[src/rtl/spi_flash_model_p.sv]
// SPI NOR-flash slave model: oversampled SPI mode-0 front end, READ (0x03) and
// FAST READ (0x0B) decode, word streaming with auto-increment and wrap, plus a
// backdoor load port into the word memory.
module spi_flash_model_p #(
    parameter int unsigned DATA_W       = 16,
    parameter int unsigned ADDR_W       = 4,
    parameter int unsigned ADDR_BYTES   = 3,
    parameter int unsigned DUMMY_CYCLES = 8
) (
    input  logic              clk,
    input  logic              rst,
    input  logic              spi_cs,
    input  logic              spi_sck,
    input  logic              spi_mosi,
    output logic              spi_miso,
    input  logic              ld_en,
    input  logic [ADDR_W-1:0] ld_addr,
    input  logic [DATA_W-1:0] ld_data,
    output logic              busy,
    output logic              cmd_err,
    output logic [15:0]       word_cnt
);

    localparam int unsigned DEPTH     = 1 << ADDR_W;
    localparam int unsigned ADDR_BITS = 8 * ADDR_BYTES;
    localparam int unsigned MAX_BITS  = (DATA_W > 32) ? DATA_W : 32;
    localparam int unsigned CNT_W     = $clog2(MAX_BITS) + 1;
    localparam logic [7:0]  OP_READ   = 8'h03;
    localparam logic [7:0]  OP_FAST   = 8'h0B;

    typedef enum logic [2:0] {
        ST_IDLE,
        ST_CMD,
        ST_ADDR,
        ST_DUMMY,
        ST_DATA,
        ST_IGNORE
    } state_t;

    logic [DATA_W-1:0] mem [DEPTH];

    logic [2:0] cs_sync;
    logic [2:0] sck_sync;
    logic [1:0] mosi_sync;

    state_t            state_q,    state_n;
    logic [CNT_W-1:0]  bit_cnt_q,  bit_cnt_n;
    logic [7:0]        cmd_q,      cmd_n;
    logic [ADDR_W-1:0] addr_q,     addr_n;
    logic [DATA_W-1:0] shift_q,    shift_n;
    logic              miso_q,     miso_n;
    logic              busy_q,     busy_n;
    logic              cmd_err_q,  cmd_err_n;
    logic [15:0]       word_cnt_q, word_cnt_n;

    logic              sck_rise_c, sck_fall_c, cs_fall_c, cs_rise_c, mosi_c;
    logic [7:0]        cmd_shift_c;
    logic [ADDR_W-1:0] addr_shift_c;
    logic [ADDR_W-1:0] addr_inc_c;

    // Pin synchronizers run free through reset so a CS already low at release
    // shows no falling edge afterwards.
    always_ff @(posedge clk) begin
        cs_sync   <= {cs_sync[1:0], spi_cs};
        sck_sync  <= {sck_sync[1:0], spi_sck};
        mosi_sync <= {mosi_sync[0], spi_mosi};
    end

    assign sck_rise_c   =  sck_sync[1] & ~sck_sync[2];
    assign sck_fall_c   = ~sck_sync[1] &  sck_sync[2];
    assign cs_fall_c    = ~cs_sync[1]  &  cs_sync[2];
    assign cs_rise_c    =  cs_sync[1]  & ~cs_sync[2];
    assign mosi_c       =  mosi_sync[1];
    assign cmd_shift_c  = 8'({cmd_q, mosi_c});
    assign addr_shift_c = ADDR_W'({addr_q, mosi_c});
    assign addr_inc_c   = addr_q + ADDR_W'(1);

    // Backdoor load port; memory is deliberately not cleared by reset.
    always_ff @(posedge clk) begin
        if (ld_en) begin
            mem[ld_addr] <= ld_data;
        end
    end

    // State and datapath registers.
    always_ff @(posedge clk) begin
        if (rst) begin
            state_q    <= ST_IDLE;
            bit_cnt_q  <= '0;
            cmd_q      <= '0;
            addr_q     <= '0;
            shift_q    <= '0;
            miso_q     <= 1'b0;
            busy_q     <= 1'b0;
            cmd_err_q  <= 1'b0;
            word_cnt_q <= '0;
        end else begin
            state_q    <= state_n;
            bit_cnt_q  <= bit_cnt_n;
            cmd_q      <= cmd_n;
            addr_q     <= addr_n;
            shift_q    <= shift_n;
            miso_q     <= miso_n;
            busy_q     <= busy_n;
            cmd_err_q  <= cmd_err_n;
            word_cnt_q <= word_cnt_n;
        end
    end

    // Next-state and datapath logic; CS release overrides any SCK activity.
    always_comb begin
        state_n    = state_q;
        bit_cnt_n  = bit_cnt_q;
        cmd_n      = cmd_q;
        addr_n     = addr_q;
        shift_n    = shift_q;
        miso_n     = miso_q;
        cmd_err_n  = cmd_err_q;
        word_cnt_n = word_cnt_q;
        busy_n     = ~cs_sync[1];

        if (cs_rise_c) begin
            state_n = ST_IDLE;
            miso_n  = 1'b0;
        end else begin
            case (state_q)
                ST_IDLE: begin
                    miso_n = 1'b0;
                    if (cs_fall_c) begin
                        state_n    = ST_CMD;
                        bit_cnt_n  = '0;
                        cmd_err_n  = 1'b0;
                        word_cnt_n = '0;
                    end
                end
                ST_CMD: begin
                    if (sck_rise_c) begin
                        cmd_n     = cmd_shift_c;
                        bit_cnt_n = bit_cnt_q + CNT_W'(1);
                        if (bit_cnt_q == CNT_W'(7)) begin
                            bit_cnt_n = '0;
                            if (cmd_shift_c == OP_READ || cmd_shift_c == OP_FAST) begin
                                state_n = ST_ADDR;
                            end else begin
                                state_n   = ST_IGNORE;
                                cmd_err_n = 1'b1;
                            end
                        end
                    end
                end
                ST_ADDR: begin
                    if (sck_rise_c) begin
                        addr_n    = addr_shift_c;
                        bit_cnt_n = bit_cnt_q + CNT_W'(1);
                        if (bit_cnt_q == CNT_W'(ADDR_BITS - 1)) begin
                            bit_cnt_n = '0;
                            if (cmd_q == OP_FAST && DUMMY_CYCLES != 0) begin
                                state_n = ST_DUMMY;
                            end else begin
                                state_n = ST_DATA;
                                shift_n = mem[addr_shift_c];
                            end
                        end
                    end
                end
                ST_DUMMY: begin
                    if (sck_rise_c) begin
                        bit_cnt_n = bit_cnt_q + CNT_W'(1);
                        if (bit_cnt_q == CNT_W'(DUMMY_CYCLES - 1)) begin
                            bit_cnt_n = '0;
                            state_n   = ST_DATA;
                            shift_n   = mem[addr_q];
                        end
                    end
                end
                ST_DATA: begin
                    // Each SCK fall presents the next MSB; the last bit of a word
                    // also counts it and fetches the following (wrapping) word.
                    if (sck_fall_c) begin
                        miso_n    = shift_q[DATA_W-1];
                        shift_n   = shift_q << 1;
                        bit_cnt_n = bit_cnt_q + CNT_W'(1);
                        if (bit_cnt_q == CNT_W'(DATA_W - 1)) begin
                            bit_cnt_n = '0;
                            addr_n    = addr_inc_c;
                            shift_n   = mem[addr_inc_c];
                            if (word_cnt_q != 16'hFFFF) begin
                                word_cnt_n = word_cnt_q + 16'd1;
                            end
                        end
                    end
                end
                ST_IGNORE: begin
                    miso_n = 1'b0;
                end
                default: begin
                    state_n = ST_IDLE;
                    miso_n  = 1'b0;
                end
            endcase
        end
    end

    assign spi_miso = miso_q;
    assign busy     = busy_q;
    assign cmd_err  = cmd_err_q;
    assign word_cnt = word_cnt_q;

endmodule

[config.mk]
export PLATFORM = sky130hd
export DESIGN_NAME = spi_flash_model_p
export DESIGN_NICKNAME = d
export VERILOG_FILES = /design/src/rtl/spi_flash_model_p.sv
export SDC_FILE = /design/constraint.sdc
export NUM_CORES = 1
export LEC_CHECK = 0
export ABC_AREA = 1
export CORE_ASPECT_RATIO = 1.25
export CORE_UTILIZATION = 35
export DETAILED_ROUTE_END_ITERATION = 10
export PLACE_DENSITY = 0.46
export SLEW_MARGIN = 20
export SYNTH_ARGS = -nofsm -noshare
export SYNTH_HDL_FRONTEND = slang
export SYNTH_SLANG_ARGS = --single-unit
[constraint.sdc]
create_clock -name clk -period 2.3 [get_ports clk]
set_clock_uncertainty 0.1 [all_clocks]
set_input_delay 0.575 -clock clk [delete_from_list [all_inputs] [get_ports clk]]
set_output_delay 0.575 -clock clk [all_outputs]
set_load 0.005 [all_outputs]
==> summary.md, run 1 <==
### Logic synthesis
- count of unique library cells instantiated by Yosys: 37
- synthesized area divided by synthesized cell count: 7.41 um^2
- biggest area consumer among synthesized cells: edfxtp_1
- count leader, synth: nand2_1
- count of synthesis-stage warnings from yosys: 0
- number of enable flip-flop cells after synthesis: 256
- post-synth top area share: 40.7%
- most instantiated cells after synthesis: 811 x nand2_1, 520 x nand3_1, 306 x inv_1
- dominant synthesized flop cell: edfxtp_1
- post-synth design cell area: 0.0189 mm^2
- FF+latch count, synth: 324
- asr flop ratio synth: 0%
- ranking of synthesized cells by area: edfxtp_1 41%, nand2_1 16%, nand3_1 14%
- Net Count, Synth: 2576
- proportion of synthesized chip area in sequential cells: 47.9%
- Cells after Synth: 2547

### Routing
- count of unresolved DRC violations after routing: 0
- number of routed nets with antenna violations: 0
- sum of met3 wire segment lengths after detailed routing: 5230 um
- post-DR vias/cell: 5.45
- DR top layer: met4
- vias after detailed routing: 17953
- drt first-iter violations: 2000
- per-cell routed wire length: 21.0 um
- sum of met2 wire segment lengths after detailed routing: 32100 um
- Post-Route M1 WL: 29700 um
- number of detailed-route iterations in the first pass: 6
- Post-Route WL: 69200 um

### Global routing
- antenna violations before repair: 0
- GRT overflow: 0
- wire length of the first global-routing pass: 105000 um
- combined global-route utilization of all metal layers: 25.3%
- pin count of the biggest net entering global routing: 78
- vias in the first global route: 17308

### Power
- switching power: 3.27 mW
- fraction of power consumed by sequential logic: 47.8%
- switching power share of the total: 24.0%
- static leakage power: 9.32 nW
- fraction of power consumed by combinational cells: 6.7%
- power density over the cells: 616 mW/mm^2
- Peak VDD IR: 0.000428 V
- Int Power: 10.3 mW
- Clk pwr share: 45.5%

### Clock tree
- Num CTS Buffers: 39
- source-to-sink clock delay at the later pin of the worst-skew pair: 0.58 ns
- clock sinks: 324
- maximum level of the CTS H-tree: 2
- clock tree from TritonCTS: yes
- clock tree buffer depth: 3
- Clk Tree Root Cell: clkbuf_16
- Hold-fix buffers, CTS: 0
- Reg clk slew, reported paths: 0.05 ns

### Floorplan
- area of the placeable core: 0.0529 mm^2
- overall die height: 262 um
- total die area: 0.0549 mm^2
- horizontal die dimension: 210 um
- Initial Utilization: 35.7%
- number of top-level pins: 45
- row count: 94

### Timing
- aggregate negative setup slack: 0 ns
- Worst Max-Slew Pin Slew: 0.780 ns
- ratio of final minimum period to clock period: 97.1%
- setup violators final: 0
- achievable frequency: 448 MHz
- Fin. Hold Viols: 0
- Final min period: 2.23 ns
- relative slew slack: 47.8%
- final number of max-transition violations: 0
- RSZ-0062 raised after global routing: no

### Final layout
- Post-Layout Cell Count: 3294
- end-of-flow core utilization: 41.8%
- Ant. Diodes: 0
- post-layout net count: 2620
- ratio of cells with drive above 1 in the final layout: 8.92%
- Area Growth Syn to Fin: 17.1%

### Outcome
- outcome: finished clean

### Worst setup path
- critical path cell sequence: clkdlybuf4s50_1
- Worst setup SP type: flop
- worst path bufs/invs: 1
- CP Data Arrival Time: 1.56 ns
- largest fanout of any net on the critical path: 6
- Crit path largest cell delay: 0.55 ns
- gate family responsible for the most delay along the worst path: buffers and inverters
- crit end category: output port
- Worst Path Required: 1.62 ns
- Setup Crit Path Kind: flop to output port
- Slowest cell on crit path: clkdlybuf4s50_1

### Hold path
- type of the most critical hold path: flop to flop

### Place
- number of port buffers: 44
- routability congestion estimate from global placement: 0.901
- number of placed instances with taps included: 3222
- half-perimeter wire length after detailed placement: 45000 um

### Job
- max-cap check violation count: 0

-- sequential cells by signal, indices dropped and copies added (netlist names), 2 cells and up, named ones only --
name	count
bit_cnt_q	6
cmd_q	8
sck_sync	3
addr_q	4
mosi_sync	2
shift_q	16
state_q	3
cs_sync	3
mem	256
word_cnt	16
-- worst reg2reg max path: stages (launching register included) --
cell     delay (ns)
dfxtp_1        0.38
ha_2           0.33
inv_2          0.11
buf_12         0.19
buf_4          0.23
nand3_1        0.08
nand3_1        0.12
nand3_1        0.10
nand2_1        0.08
nand2_1        0.05
nand3_1        0.08
nand2_1        0.08
a21oi_1        0.12
-- repair_timing --
action | CTS | global route
setup endpoints to repair | 0 | 19
buffers inserted | 0 | 0
gates resized for setup | 0 | 6
endpoints found under the hold margin | 0 | 0
-- final cells by class --
type | count | area (um^2)
clock buffer | 51 | 1060
clock inverter | 21 | 194
fill | 5317 | 30800
inverter | 319 | 1200
multi-input combinational | 1748 | 8040
sequential | 324 | 9060
tap | 672 | 841
timing repair buffer | 159 | 1700
-- per-stage QoR --
stage	instance area (um^2)	hold WS (ns)	total power [mW]	worst slack, ns
5_1_grt	22100	0.246	14.1	0.00446
3_5_place_dp	20800	0.216	7.54	0.104
4_1_cts	22100	0.233	13.8	0.0229
2_1_floorplan	18900	0.210	7.11	0.313
3_3_place_gp	20800	0.213	7.54	0.105
6_report	22100	0.232	13.6	0.0661
-- final timing paths --
kind,startpoint,slack (ns),end,cells past startpoint
max,word_cnt[11]$_SDFFE_PP0P_,0.07,word_cnt[11],1
min,cs_sync[0]$_DFF_P_,0.23,cs_sync[1]$_DFF_P_,0
max reg2reg,addr_q[1]$_SDFFE_PP0P_,0.19,shift_q[5]$_SDFFE_PP0P_,12
min reg2reg,cs_sync[0]$_DFF_P_,0.23,cs_sync[1]$_DFF_P_,0
-- power groups by stage --
stage          clock network [mW]  registers (mW)  logic [mW]
2_1_floorplan                   0            6.62       0.491
3_3_place_gp                    0            6.63       0.911
3_5_place_dp                    0            6.63       0.913
4_1_cts                      6.34            6.51       0.917
5_1_grt                      6.53            6.52        1.01
6_report                     6.20            6.51       0.918
-- per-layer routing --
metal | up-vias | global-route usage (%)
li1 | 8486 | -
met1 | 8450 | 34.0
met2 | 863 | 41.6
met3 | 154 | 3.44
met4 | 0 | 9.53
met5 | - | 0
-- cells by family after synthesis --
family / after synthesis / share of synthesized area (%)
xor+xnor: 11 / 0.510
buf+inv: 475 / 9.79
fa+ha+maj: 3 / 0.199
flops: 324 / 47.9
simple gates: 1496 / 34.0
compound gates: 238 / 7.60
-- layout by cell type (no fill, tap or decap), types with 2 or more instances in the layout --
master             n
nand2_2            4
clkbuf_8           2
nand3b_1           4
xor2_1            10
clkdlybuf4s50_1   44
nor3_2             2
nand4_1            7
inv_6              4
a21oi_1           64
bufinv_16          3
nor2_1           104
inv_2             13
a31oi_1            2
buf_12            32
clkbuf_1           9
dfxtp_2            5
o21ai_0           73
nor2_2            19
nand3_1          520
nand2_1          810
clkinv_1           6
nor3_1            13
o21ai_2            3
clkinvlp_4         2
dfxtp_1           61
dfxtp_4            2
edfxtp_1         256
clkbuf_16         40
o211ai_1          95
buf_4             83
clkinv_2           7
or2_2              5
inv_1            303
ha_1               2
Note: power is estimated with default switching activity, not from simulation.
==> run 2, diff against run 1 <==
--- a/config.mk
+++ b/config.mk
@@ -14,3 +14,4 @@
 export SYNTH_ARGS = -nofsm -noshare
 export SYNTH_HDL_FRONTEND = slang
 export SYNTH_SLANG_ARGS = --single-unit
+export TNS_END_PERCENT = 20
==> results of run 2 <==
No change in the layout: final DEF, timing and power equal those of run 1.
